==> config.mk <==
export PLATFORM = sky130hd
export DESIGN_NAME = residual_assembler_flat
export DESIGN_NICKNAME = d
export VERILOG_FILES = /design/src/rtl/flac_pkg.sv /design/src/rtl/residual_assembler_if.sv /design/src/rtl/residual_fifo.sv /design/src/rtl/residual_assembler.sv /design/src/flat_wrapper.sv
export SDC_FILE = /design/constraint.sdc
export NUM_CORES = 1
export LEC_CHECK = 0
export BUFFER_PORTS_ARGS = -buffer_cell sky130_fd_sc_hd__buf_2
export CORE_ASPECT_RATIO = 1.4
export CORE_MARGIN = 3
export CORE_UTILIZATION = 56
export CTS_BUF_LIST = sky130_fd_sc_hd__clkbuf_8
export CTS_CLUSTER_DIAMETER = 150
export DETAILED_ROUTE_END_ITERATION = 10
export PLACE_DENSITY = 0.87
export REMOVE_ABC_BUFFERS = 1
export SYNTH_ARGS = -nofsm -noshare
export SYNTH_HDL_FRONTEND = slang
export SYNTH_SLANG_ARGS = --single-unit
==> constraint.sdc <==
create_clock -name iClk -period 4.7 [get_ports iClk]
set_input_delay 0.47 -clock iClk [delete_from_list [all_inputs] [get_ports iClk]]
set_output_delay 0.47 -clock iClk [all_outputs]
set_load 0.02 [all_outputs]
==> src/rtl/flac_pkg.sv <==
// Shared widths, constants and helpers for the FLAC residual path.
package flac_pkg;
    localparam int unsigned RES_W  = 32;
    localparam int unsigned MSB_W  = 16;
    localparam int unsigned LSB_W  = 16;
    localparam int unsigned RICE_W = 4;
    localparam int unsigned CNT_W  = 16;

    localparam logic [RICE_W-1:0] RICE_ESCAPE = 4'hF;

    // Zigzag decode: even u -> u/2, odd u -> -(u+1)/2.
    function automatic logic signed [RES_W-1:0] unzigzag(input logic [RES_W-1:0] u);
        return signed'((u >> 1) ^ {RES_W{u[0]}});
    endfunction
endpackage

==> src/rtl/residual_assembler_if.sv <==
// Decoder-strobe input and valid/ready residual output of the residual assembler.
interface residual_assembler_if;
    import flac_pkg::*;

    logic                    iDone;
    logic [MSB_W-1:0]        iMSB;
    logic [LSB_W-1:0]        iLSB;
    logic [RICE_W-1:0]       iRiceParam;
    logic signed [RES_W-1:0] oResidual;
    logic                    oValid;
    logic                    iReady;

    modport master (output iDone, iMSB, iLSB, iRiceParam, iReady,
                    input  oResidual, oValid);
    modport slave  (input  iDone, iMSB, iLSB, iRiceParam, iReady,
                    output oResidual, oValid);
endinterface

==> src/rtl/residual_fifo.sv <==
// Show-ahead synchronous FIFO; a push while full is accepted only if a pop frees a slot.
module residual_fifo #(
    parameter int unsigned DEPTH = 8,
    parameter int unsigned WIDTH = 32
) (
    input  logic             iClk,
    input  logic             iRst,
    input  logic             push,
    input  logic             pop,
    input  logic [WIDTH-1:0] din,
    output logic [WIDTH-1:0] dout,
    output logic             full,
    output logic             empty
);
    localparam int unsigned AW = $clog2(DEPTH);
    localparam int unsigned PW = AW + 1;

    logic [PW-1:0]    wr_ptr_q, wr_ptr_d, rd_ptr_q, rd_ptr_d;
    logic [WIDTH-1:0] mem_q [DEPTH];
    logic             wr_en_c, rd_en_c;

    assign empty   = (wr_ptr_q == rd_ptr_q);
    assign full    = (wr_ptr_q[AW] != rd_ptr_q[AW]) && (wr_ptr_q[AW-1:0] == rd_ptr_q[AW-1:0]);
    assign rd_en_c = pop && !empty;
    assign wr_en_c = push && (!full || rd_en_c);
    assign dout    = mem_q[rd_ptr_q[AW-1:0]];

    always_comb begin
        wr_ptr_d = wr_ptr_q;
        rd_ptr_d = rd_ptr_q;
        if (wr_en_c) wr_ptr_d = wr_ptr_q + PW'(1);
        if (rd_en_c) rd_ptr_d = rd_ptr_q + PW'(1);
    end

    always_ff @(posedge iClk) begin
        if (iRst) begin
            wr_ptr_q <= '0;
            rd_ptr_q <= '0;
        end else begin
            wr_ptr_q <= wr_ptr_d;
            rd_ptr_q <= rd_ptr_d;
        end
    end

    // Storage is not reset; the pointers alone define what is valid.
    always_ff @(posedge iClk) begin
        if (wr_en_c) mem_q[wr_ptr_q[AW-1:0]] <= din;
    end
endmodule

==> src/rtl/residual_assembler.sv <==
// Folds Rice (MSB, LSB, k) triples, un-zigzags them into signed residuals and buffers them,
// tracking the per-subframe residual count and sticky overflow/escape flags.
module residual_assembler #(
    parameter int unsigned DEPTH = 8,
    parameter int unsigned RES_W = 32
) (
    input  logic                       iClk,
    input  logic                       iRst,
    input  logic [15:0]                iBlockSize,
    input  logic [3:0]                 iPredictorOrder,
    residual_assembler_if.slave        bus,
    output logic [15:0]                oCount,
    output logic                       oFrameDone,
    output logic                       oOverflow,
    output logic                       oEscape
);
    import flac_pkg::*;

    logic [CNT_W-1:0] expected_q, expected_d, count_q, count_d;
    logic             s1_valid_q, s1_valid_d, s2_valid_q, s2_valid_d;
    logic [RES_W-1:0] u_q, u_d, r_q, r_d;
    logic             overflow_q, overflow_d, escape_q, escape_d;

    logic             at_limit_c, accept_c, pop_c, drop_c;
    logic             fifo_full, fifo_empty;
    logic [RES_W-1:0] mask_c, fold_c, fifo_dout;

    assign at_limit_c = (count_q == expected_q);
    assign accept_c   = bus.iDone && !at_limit_c;
    assign pop_c      = !fifo_empty && bus.iReady;
    assign drop_c     = s2_valid_q && fifo_full && !pop_c;

    // Only the low k bits of the remainder take part in the fold.
    assign mask_c = (RES_W'(1) << bus.iRiceParam) - RES_W'(1);
    assign fold_c = (RES_W'(bus.iMSB) << bus.iRiceParam) | (RES_W'(bus.iLSB) & mask_c);

    always_comb begin
        expected_d = expected_q;
        count_d    = count_q;
        s1_valid_d = accept_c;
        s2_valid_d = s1_valid_q;
        u_d        = u_q;
        r_d        = r_q;
        overflow_d = overflow_q;
        escape_d   = escape_q;
        if (accept_c) begin
            u_d     = fold_c;
            count_d = count_q + CNT_W'(1);
            if (bus.iRiceParam == RICE_ESCAPE) escape_d = 1'b1;
        end
        if (bus.iDone && at_limit_c) overflow_d = 1'b1;
        if (s1_valid_q) r_d = RES_W'(unzigzag(u_q));
        if (drop_c) overflow_d = 1'b1;
    end

    // Reset also captures the residual budget for the coming subframe.
    always_ff @(posedge iClk) begin
        if (iRst) begin
            expected_q <= iBlockSize - CNT_W'(iPredictorOrder);
            count_q    <= '0;
            s1_valid_q <= 1'b0;
            s2_valid_q <= 1'b0;
            u_q        <= '0;
            r_q        <= '0;
            overflow_q <= 1'b0;
            escape_q   <= 1'b0;
        end else begin
            expected_q <= expected_d;
            count_q    <= count_d;
            s1_valid_q <= s1_valid_d;
            s2_valid_q <= s2_valid_d;
            u_q        <= u_d;
            r_q        <= r_d;
            overflow_q <= overflow_d;
            escape_q   <= escape_d;
        end
    end

    residual_fifo #(.DEPTH(DEPTH), .WIDTH(RES_W)) u_fifo (
        .iClk  (iClk),
        .iRst  (iRst),
        .push  (s2_valid_q),
        .pop   (pop_c),
        .din   (r_q),
        .dout  (fifo_dout),
        .full  (fifo_full),
        .empty (fifo_empty)
    );

    assign bus.oResidual = signed'(fifo_dout);
    assign bus.oValid    = !fifo_empty;
    assign oCount        = count_q;
    assign oOverflow     = overflow_q;
    assign oEscape       = escape_q;
    assign oFrameDone    = at_limit_c && fifo_empty && !s1_valid_q && !s2_valid_q;
endmodule

==> src/flat_wrapper.sv <==
// flat-port wrapper written by rule: the top's interface ports become plain ports
module residual_assembler_flat import flac_pkg::*;
#(
    parameter int unsigned DEPTH = 8,
    parameter int unsigned RES_W = 32
)
  (iClk, iRst, iBlockSize, iPredictorOrder, oCount, oFrameDone, oOverflow, oEscape, bus_iDone, bus_iMSB, bus_iLSB, bus_iRiceParam, bus_iReady, bus_oResidual, bus_oValid);
  residual_assembler_if bus_i ();
  input  logic iClk;
  input  logic iRst;
  input  logic [15:0] iBlockSize;
  input  logic [3:0] iPredictorOrder;
  output logic [15:0] oCount;
  output logic oFrameDone;
  output logic oOverflow;
  output logic oEscape;
  input wire logic [$bits(bus_i.iDone)-1:0] bus_iDone;
  input wire logic [$bits(bus_i.iMSB)-1:0] bus_iMSB;
  input wire logic [$bits(bus_i.iLSB)-1:0] bus_iLSB;
  input wire logic [$bits(bus_i.iRiceParam)-1:0] bus_iRiceParam;
  input wire logic [$bits(bus_i.iReady)-1:0] bus_iReady;
  output wire logic [$bits(bus_i.oResidual)-1:0] bus_oResidual;
  output wire logic [$bits(bus_i.oValid)-1:0] bus_oValid;
  assign bus_i.iDone = bus_iDone;
  assign bus_i.iMSB = bus_iMSB;
  assign bus_i.iLSB = bus_iLSB;
  assign bus_i.iRiceParam = bus_iRiceParam;
  assign bus_i.iReady = bus_iReady;
  assign bus_oResidual = bus_i.oResidual;
  assign bus_oValid = bus_i.oValid;
  residual_assembler #(.DEPTH(DEPTH), .RES_W(RES_W)) u_core (.iClk(iClk), .iRst(iRst), .iBlockSize(iBlockSize), .iPredictorOrder(iPredictorOrder), .bus(bus_i), .oCount(oCount), .oFrameDone(oFrameDone), .oOverflow(oOverflow), .oEscape(oEscape));
endmodule
Yosys cells after proc, flatten, opt, wreduce, memory -nomap -nowiden:

Memory sizes are Yosys's and may differ from the RTL's. A register that Yosys moved wholly into a read port is not among the register bits.
Index checks and enable logic that the tools add are counted.

* register bits after elaboration: 108
* RAM bits: 256
* bits of input ports: 60
* output and inout bits: 52
* logic and storage cells: 52
* memories: 1

* $add $sub $neg: 5
* eq/ne operators: 5
* shift-type cells: 2
* multiplexer cells: 6
* bitwise gates (word level): 3
* reduce and logical (&&, ||, !) cells: 20

Memory list
* u_core.u_fifo.mem_q: depth 8, width 32, rd ports 1, clocked after memory_dff 1, wr ports 1, line residual_fifo.sv:19 `logic [WIDTH-1:0] mem_q [DEPTH];`

Operators by type and width (number)
* 16-bit by 32-bit bitwise AND with 32-bit output: 1
* 32-bit bitwise OR: 1
* 1-bit by 4-bit left shift with 32-bit output, first input constant: 1
* 16-bit by 4-bit left shift with 32-bit output: 1
* 32-bit by 2-bit subtractor with 32-bit output, second input constant: 1
* 31-bit by 32-bit bitwise XOR with 32-bit output: 1
* 16-bit by 1-bit adder with 16-bit output, second input constant: 1
* 16-bit == test: 1
* 16-bit by 4-bit subtractor with 16-bit output: 1
* 1-bit logical AND: 11
* 4-bit by 1-bit adder with 4-bit output, second input constant: 2
* 1-bit zero test: 6
* 3-bit two-way mux: 2
* 4-bit == test: 1
* 4-bit == test, second input constant: 1
* 1-bit two-way mux: 4
* 3-bit == test: 1
* 2-bit AND reduction: 1
* 2-bit nonzero test: 1
* 1-bit logical OR: 1
* 1-bit inequality test: 1

Depth between registers and ports, before layout:

Gate-level depths: netlist (run 1).

* word-level depth: 8
* gate-level depth with buffers: 12
* gate-level depth less buffers: 8

Modules after synthesis:

Synthesis (run 1) repeated with hierarchy kept, for this count alone.

* cells, all modules: 1050
* area total of the unflattened synthesis: 15727.6 µm²

Modules (own cells, without submodules)
* residual_fifo: instances 1, cells an instance 441, area an instance 10224.8 µm², sequential area each 7907.6 µm²
* residual_assembler: instances 1, cells an instance 609, area an instance 5502.8 µm², sequential area each 2122.0 µm²

Worst setup path after synthesis (run 1):

Ideal clock, no wire load.

* path kind: register -> register
* from: register u_core.u_fifo.wr_ptr_q[0]
* to: memory u_core.u_fifo.mem_q[0][0], enable pin
* setup time: 0.497 ns
* data arrival time: 4.071 ns
* required time: 4.203 ns
* slack: 0.132 ns
* stages on the path, launching flop included: 7
* buffers on the path: 2
* clock period less this slack: 4.568 ns
* path through: dfxtp_1 > buf_2 > xor2_1 > nor3_1 > a21bo_2 > buf_2 > nor4_1

* longest elaborated chain between the ends: 8
* elaborated cells between the ends (all ways): 11
* classes of those cells: 2 x eq/ne; 2 x mux; 7 x reduce/logical

Ends and longest elaborated chain
* from (decl): line residual_fifo.sv:18 `logic [PW-1:0] wr_ptr_q, wr_ptr_d, rd_ptr_q, rd_ptr_d;`
* from (signal assigned): line residual_fifo.sv:40 `wr_ptr_q <= wr_ptr_d;`
* 4-bit == test: line residual_fifo.sv:22 `assign empty = (wr_ptr_q == rd_ptr_q);`
* 1-bit zero test: line residual_fifo.sv:24, residual_assembler.sv:30
* 1-bit logical AND: line residual_assembler.sv:30 `assign pop_c = !fifo_empty && bus.iReady;`
* 1-bit logical AND: line residual_fifo.sv:24 `assign rd_en_c = pop && !empty;`
* 1-bit logical OR: line residual_fifo.sv:25 `assign wr_en_c = push && (!full || rd_en_c);`
* 1-bit logical AND: line residual_fifo.sv:25
* 1-bit two-way mux: line residual_fifo.sv:47 `if (wr_en_c) mem_q[wr_ptr_q[AW-1:0]] <= din;`
* 1-bit two-way mux (not written as such): line residual_fifo.sv:47
* to (decl): line residual_fifo.sv:19

Several ways; a longest one is shown, not always the timed one.

==> flow_metrics.py, run 1 <==
metrics = {
    "outcome": {
        "outcome": "complete, no violations",
    },
    "clock_network": {
        "cts.hold.buffers_added": 0,
        "post_cts_buffers": 0,
        "cts.reportedPaths.clkPinSlew_ns": 0.07,
        "clkLatencyLatePin_ns": 0.56,
        "cts_max_level": 2,
        "cts-buffers-inserted": 47,
        "clock_tree_from_tritoncts": "yes",
        "root_buffer": "clkbuf_8",
        "cts_num_sinks": 357,
        "clk_path_buf_depth": 3,
        "cts_resized": 0,
    },
    "setup_path": {
        "cell_by_cell_trace_of_the_critical_path": "buf_4 -> mux4_2 -> mux2_2 -> buf_2",
        "cp.arrival_ns": 2.99,
        "crit_path_top_delay_cell": "dfxtp_4",
        "worst-endpoint-required_ns": 4.23,
        "timing.setup.critical_path_class": "register to output pin",
        "crit_path_end_kind": "output pin",
        "crit_path_largest_cell_delay_ns": 1.05,
        "critPathMaxFanout": 53,
        "startpoint_type": "register",
    },
    "logic_synthesis": {
        "yosysWarnings": 0,
        "synth-seq-cells": 357,
        "async_reset_ff_share_pct": 0,
        "synth_edf_count": 264,
        "post_synth_xor_area_fraction_pct": 3.95,
        "synth_flop_cell": "edfxtp_1",
        "synth_compound_area_share_pct": 6.05,
        "post_synth.cell_area_avg_sq_um": 15.0,
        "netlist-cell-type-count": 59,
        "seq_area_frac_synth_pct": 64.1,
        "synth.cell_area_sq_um": 15300,
        "most_instantiated_cells_after_synthesis": "edfxtp_1 (264), dfxtp_1 (93), nor2_1 (78), mux4_2 (75), xnor2_1 (51)",
        "synth_area_leader_cell": "edfxtp_1",
        "combinational_family_with_the_most_area_after_synthesis": "multiplexers",
        "synth_fa_ha_area_share_pct": 0.787,
        "synth_most_common_cell": "edfxtp_1",
        "synth.top_cells.by_area": "edfxtp_1 (52%), dfxtp_1 (12%), mux4_2 (11%)",
        "synth.mux.area_fraction_pct": 15.2,
        "synth_simple_gate_area_share_pct": 7.07,
        "synthDominantCellAreaShare_pct": 51.9,
        "number_of_instances_in_the_synthesized_netlist": 1017,
    },
    "worst_hold_path": {
        "worstHoldPathType": "primary input to register",
    },
    "sta": {
        "hold_viol": 0,
        "report.final.setup_viol": 0,
        "max_freq_mhz": 289,
        "clock_skew_ns": 0.0249,
        "totalNegativeSetupSlack_ns": 0,
        "hold-worst-slack_ns": 0.166,
        "finalCritPeriodShare_pct": 73.6,
        "fin_ws_ns": 1.24,
        "timing_worst_slew_pin_value_ns": 1.11,
        "slew_viol_final": 0,
        "slew-limit-headroom_pct": 25.7,
        "period_needed_ns": 3.46,
        "grt_setup_unrepaired": "no",
    },
    "power_and_ir_drop": {
        "worst_ir_drop_vdd_mv": 0.236,
        "netSwitchingFraction_pct": 23.9,
        "power.internal_mw": 4.74,
        "power_per_standard_cell_area_nw_per_um2": 368,
        "p_comb_share_pct": 9.0,
        "power.leakage_nw": 5.78,
        "total_power_mw": 6.23,
        "net-switching-power_mw": 1.49,
        "clockPowerShare_pct": 33.5,
        "p_seq_share_pct": 57.5,
    },
    "global_routing": {
        "grt_util_all_layers_pct": 21.9,
        "antenna_found_initial": 0,
        "grt_overflow": 0,
        "via_count_of_the_first_global_routing_pass": 9464,
        "first_pass_grt_wire_length_mm": 50.8,
        "grt_max_degree": 102,
    },
    "cells_and_area": {
        "layout.nets": 1191,
        "layout-area-overhead-vs-synth_pct": 11.0,
        "n_fill_cell": 1815,
        "antenna_cells": 0,
        "layout-drive-gt1-share_pct": 28.0,
    },
    "die": {
        "floorplan.die.width_um": 146,
        "core_sq_um": 26500,
        "floorplan.io_pins": 112,
        "rows": 70,
        "floorplan.initialDensity_pct": 57.7,
        "die_height_um": 201,
        "dieArea_sq_um": 29300,
    },
    "route": {
        "num_vias": 9069,
        "detail_route.wirelength_mm": 31.7,
        "highest_metal_layer_used_by_the_detailed_router": "met4",
        "route.layer.met1.wl_mm": 11.8,
        "wl_met3_mm": 1.77,
        "number_of_drc_markers_in_iteration_0": 740,
        "detail_route.drc_violations": 0,
        "drtPass1Iterations": 5,
        "ant_nets": 0,
        "wire_per_inst_um": 20.9,
        "detailroute.wirelength.met2_mm": 17.0,
        "vias_per_cell": 5.98,
    },
    "placement": {
        "place_hpwl_mm": 19.8,
        "globalplace.congestion": 0.807,
        "port_buffers": 110,
        "dp_worst_setup_slack_ns": 1.76,
    },
    "run": {
        "max_cap_violations": 0,
    },
}
==> cell families after synthesis <==
logic type,count (synthesis)
adder cells (fa/ha/maj),9
AO/OA/AOI/OAI,136
AND/OR/NAND/NOR,224
buffers and inverters,91
XOR/XNOR,68
flip-flops,357
multiplexers,132
==> through the flow <==
stage,cells,utilization (%),instance area (sq um)
final,1517,64.0,16900
after global routing,1517,64.0,16900
after CTS,1517,64.0,16900
after detailed placement,1433,60.8,16100
after global placement,1433,60.8,16100
after floorplan,945,-,14900
==> final timing paths <==
kind,startpoint,to,slack [ns],depth (start not counted)
worst max-delay path,register,bus_oResidual[29],1.24,4
worst min register to register,u_core.u_q[23]$_SDFFE_PP0P_,u_core.u_q[23]$_SDFFE_PP0P_,0.47,2
worst max register to register,u_core.u_fifo.wr_ptr_q[0]$_SDFFE_PP0P_,u_core.u_fifo.mem_q[4][17]$_DFFE_PP_,2.35,5
worst min-delay path,bus_iLSB[0],u_core.u_q[0]$_SDFFE_PP0P_,0.17,3
==> power by group through the flow <==
stage / Clock [mW] / Combinational (mW) / Sequential (mW)
6_report: 2.09 / 0.560 / 3.58
2_1_floorplan: 0 / 0.377 / 3.62
3_5_place_dp: 0 / 0.559 / 3.65
3_3_place_gp: 0 / 0.544 / 3.64
4_1_cts: 2.11 / 0.564 / 3.58
5_1_grt: 2.25 / 0.608 / 3.60
==> layout by cell type (no fill, tap or decap), drive strengths merged, types with 36 or more instances in the layout <==
master	instances
edfxtp	264
buf	128
dfxtp	93
nor2	78
mux4	75
xnor2	52
clkbuf	51
nand2	46
mux2	45
inv	36
==> critical path: cells and delay by family, from the launching register on <==
| kind | cells | cell delay (ns) |
|---|---|---|
| flip-flops | 1 | 1.05 |
| buffers and inverters | 2 | 0.49 |
| multiplexers | 2 | 0.81 |
==> registers in the layout, indices dropped and copies added, names as in the netlist, named ones only <==
signal                  flops
u_core.s1_valid_q           1
u_core.r_q                 31
u_core.expected_d          16
u_core.s2_valid_q           1
u_core.u_fifo.rd_ptr_q      4
u_core.oEscape              1
u_core.u_fifo.mem_q       248
u_core.oCount              16
u_core.u_q                 31
u_core.oOverflow            1
u_core.u_fifo.wr_ptr_q      4
==> area by class of cell <==
cell class | count | area [sq um] | area share, %
Sequential cell | 357 | 9800 | 57.8
Multi-Input combinational cell | 569 | 5080 | 30.0
Clock buffer | 51 | 702 | 4.14
Timing Repair Buffer | 128 | 688 | 4.06
Tap cell | 360 | 450 | 2.66
Clock inverter | 33 | 146 | 0.864
Inverter | 19 | 71.3 | 0.421
==> routing by layer <==
metal	vias to the layer above	track usage, %
met5	-	0
met3	79	3.36
li1	4141	-
met4	0	9.16
met2	332	39.3
met1	4517	26.3
No activity file was read; power rests on OpenSTA's default activity.
==> run 2: changes to the inputs <==
- ABC_AREA: unset -> 1
- CORE_UTILIZATION: 56 -> 57
- PLACE_DENSITY: 0.87 -> 0.88
- clock period: 4.7 -> 2.8 ns (I/O delays scaled with it)
==> run 2 against run 1 <==
Compared with the run above:
- clock-buffer cell count is 4 higher
- worst setup slack got worse by 1.1 ns
- critical path depth up 2
- flip-flop and latch count is the same
- wire length increased by 21%
- via count up 39%
- die area rose by 4.1%
- register-to-register slack got worse by 1.7 ns
- first-iteration DRC count grew 63%
- critical path type unchanged
- highest routed layer unchanged
==> flow_metrics.py, run 2 <==
metrics = {
    "route": {
        "drtPass1Iterations": 5,
        "ant_nets": 0,
        "detail_route.drc_violations": 0,
        "detail_route.wirelength_mm": 38.4,
        "wire_per_inst_um": 17.2,
        "vias_per_cell": 5.67,
        "number_of_drc_markers_in_iteration_0": 1208,
        "num_vias": 12600,
    },
    "logic_synthesis": {
        "synth.cell_area_sq_um": 16200,
        "synth_area_leader_cell": "edfxtp_1",
        "netlist-cell-type-count": 41,
        "synth-seq-cells": 357,
        "synthDominantCellAreaShare_pct": 48.9,
        "seq_area_frac_synth_pct": 60.4,
        "number_of_instances_in_the_synthesized_netlist": 1728,
        "most_instantiated_cells_after_synthesis": "nor2_1 (380), nand2_1 (270), edfxtp_1 (264), o21ai_0 (168), nand3_1 (112)",
        "yosysWarnings": 0,
        "synth_flop_cell": "edfxtp_1",
        "async_reset_ff_share_pct": 0,
        "synth.top_cells.by_area": "edfxtp_1 (49%), dfxtp_1 (11%), nor2_1 (8.8%)",
        "synth_most_common_cell": "nor2_1",
        "post_synth.cell_area_avg_sq_um": 9.38,
        "synth_edf_count": 264,
    },
    "global_routing": {
        "via_count_of_the_first_global_routing_pass": 12400,
        "first_pass_grt_wire_length_mm": 61.8,
        "global_route.usage.met1_pct": 30.1,
        "grt_max_degree": 73,
        "use_met2_pct": 45.4,
        "busiest_layer": "met2",
        "grt_util_all_layers_pct": 25.1,
        "globalRouteMet3Util_pct": 3.70,
        "antenna_found_initial": 0,
        "grt_overflow": 0,
    },
    "sta": {
        "finalCritPeriodShare_pct": 95.0,
        "grt_setup_unrepaired": "yes",
        "fin_ws_ns": 0.139,
        "slew_viol_final": 0,
        "hold_viol": 0,
        "clock_skew_ns": 0.0223,
        "max_freq_mhz": 376,
        "report.final.setup_viol": 0,
        "hold-worst-slack_ns": 0.0297,
        "timing_worst_slew_pin_value_ns": 0.935,
        "period_needed_ns": 2.66,
        "slew-limit-headroom_pct": 37.6,
    },
    "placement": {
        "port_buffers": 110,
        "globalplace.congestion": 0.896,
        "dp_worst_setup_slack_ns": 0.559,
        "post-place-cells": 2138,
        "place_hpwl_mm": 23.4,
    },
    "setup_path": {
        "timing.setup.critical_path_class": "register to output pin",
        "startpoint_type": "register",
        "crit_path_top_delay_cell": "dfxtp_4",
        "cp.arrival_ns": 2.38,
        "critPathMaxFanout": 48,
        "worst-endpoint-required_ns": 2.52,
        "crit_path_end_kind": "output pin",
        "crit_path_largest_cell_delay_ns": 0.54,
        "cell_by_cell_trace_of_the_critical_path": "buf_8 -> o21ai_0 -> o22ai_1 -> nor2_1 -> a31oi_1 -> buf_2",
    },
    "run": {
        "max_cap_violations": 0,
    },
    "power_and_ir_drop": {
        "p_comb_share_pct": 15.4,
        "worst_ir_drop_vdd_mv": 0.320,
        "p_seq_share_pct": 50.4,
        "netSwitchingFraction_pct": 27.7,
        "net-switching-power_mw": 3.31,
        "power_per_standard_cell_area_nw_per_um2": 657,
        "power.leakage_nw": 7.38,
        "clockPowerShare_pct": 34.2,
        "power.internal_mw": 8.62,
    },
    "cells_and_area": {
        "layout-drive-gt1-share_pct": 14.5,
        "layout_commonest_cell": "nor2_1",
        "multi_input_area_sq_um": 5520,
        "instances_no_fill": 2227,
        "layout_common_cells": "nor2_1 (373), nand2_1 (270), edfxtp_1 (264), o21ai_0 (168), inv_1 (118)",
        "layout-area-overhead-vs-synth_pct": 12.0,
        "regArea_sq_um": 9800,
        "n_fill_cell": 2019,
        "largest_register_ff_count": 248,
        "layout.nets": 1888,
        "antenna_cells": 0,
    },
    "die": {
        "core_sq_um": 27800,
        "dieArea_sq_um": 30500,
        "floorplan.io_pins": 112,
        "floorplan.initialDensity_pct": 58.2,
        "floorplan.die.width_um": 148,
        "rows": 72,
        "die_height_um": 205,
    },
    "clock_network": {
        "clock_tree_from_tritoncts": "yes",
        "cts-buffers-inserted": 48,
        "post_cts_buffers": 0,
        "cts_max_level": 2,
        "clk_path_buf_depth": 3,
        "root_buffer": "clkbuf_8",
        "cts.reportedPaths.clkPinSlew_ns": 0.07,
        "cts_num_sinks": 357,
        "clkLatencyLatePin_ns": 0.58,
    },
    "worst_hold_path": {
        "worstHoldPathType": "primary input to register",
    },
    "outcome": {
        "outcome": "complete, no violations",
    },
}
==> run 2: layout make-up <==
| type | instances | share of cell area, % |
|---|---|---|
| clock buffers | 55 | 4.17 |
| clock inverters | 33 | 1.35 |
| inverters | 118 | 2.47 |
| multi-input cells | 1152 | 30.4 |
| flip-flops and latches | 357 | 54.0 |
| well taps | 370 | 2.55 |
| repair buffers | 142 | 5.07 |
==> run 2: cell families after synthesis <==
kind of cell    Yosys count  share of synthesized area [%]
fa+ha+maj                 9                          0.741
flops                   357                           60.4
simple gates            794                           19.9
compound gates          287                           9.91
buf+inv                 219                           5.66
xor+xnor                 62                           3.35
==> run 2: path summary, 6_finish.rpt <==
| kind | slack [ns] | from | cells past startpoint | to |
|---|---|---|---|---|
| min reg2reg | 0.48 | u_core.u_q[1]$_SDFFE_PP0P_ | 2 | u_core.u_q[1]$_SDFFE_PP0P_ |
| min | 0.03 | iBlockSize[15] | 2 | u_core.expected_d[15]$_DFFE_PP_ |
| max reg2reg | 0.63 | u_core.u_fifo.wr_ptr_q[2]$_SDFFE_PP0P_ | 7 | u_core.u_fifo.mem_q[6][13]$_DFFE_PP_ |
| max | 0.14 | register | 6 | bus_oResidual[29] |
==> run 2: layer usage <==
metal	part of all wire, %	vias to the layer above
met5	0	-
met4	2.7	0
met3	8.1	84
met2	52	635
met1	37	5926
li1	-	5981
==> run 2: what timing repair did <==
item / in CTS / in global routing
hold endpoints to repair: 1 / 0
gates resized for setup: 3 / 6
hold buffers: 1 / 0
setup endpoints to repair: 6 / 7
==> run 2: power by group through the flow <==
stage | clock (mW) | combinational (mW) | sequential, mW
after CTS | 4.10 | 1.83 | 6.00
after global routing | 4.33 | 2.04 | 6.03
after detailed placement | 0 | 1.80 | 6.11
final | 4.08 | 1.84 | 6.01
after global placement | 0 | 1.73 | 6.10
after floorplan | 0 | 1.09 | 6.12
==> run 2: stage by stage <==
step | power, mW | util [%] | setup TNS [ns] | area (sq um)
floorplan | 7.21 | - | -86.43 | 15700
global placement | 7.83 | 61.5 | 0 | 17100
detailed placement | 7.91 | 61.5 | 0 | 17100
CTS | 11.9 | 65.2 | 0 | 18100
global route | 12.4 | 65.2 | 0 | 18100
finish | 11.9 | 65.2 | 0 | 18100
==> run 2: worst max-delay path, delay by kind of cell (launching register included) <==
| kind | cells | cell delay [ns] |
|---|---|---|
| buffers and inverters | 2 | 0.54 |
| AOI/OAI and AO/OA | 3 | 0.63 |
| DFF | 1 | 0.54 |
| and+or+nand+nor | 1 | 0.08 |
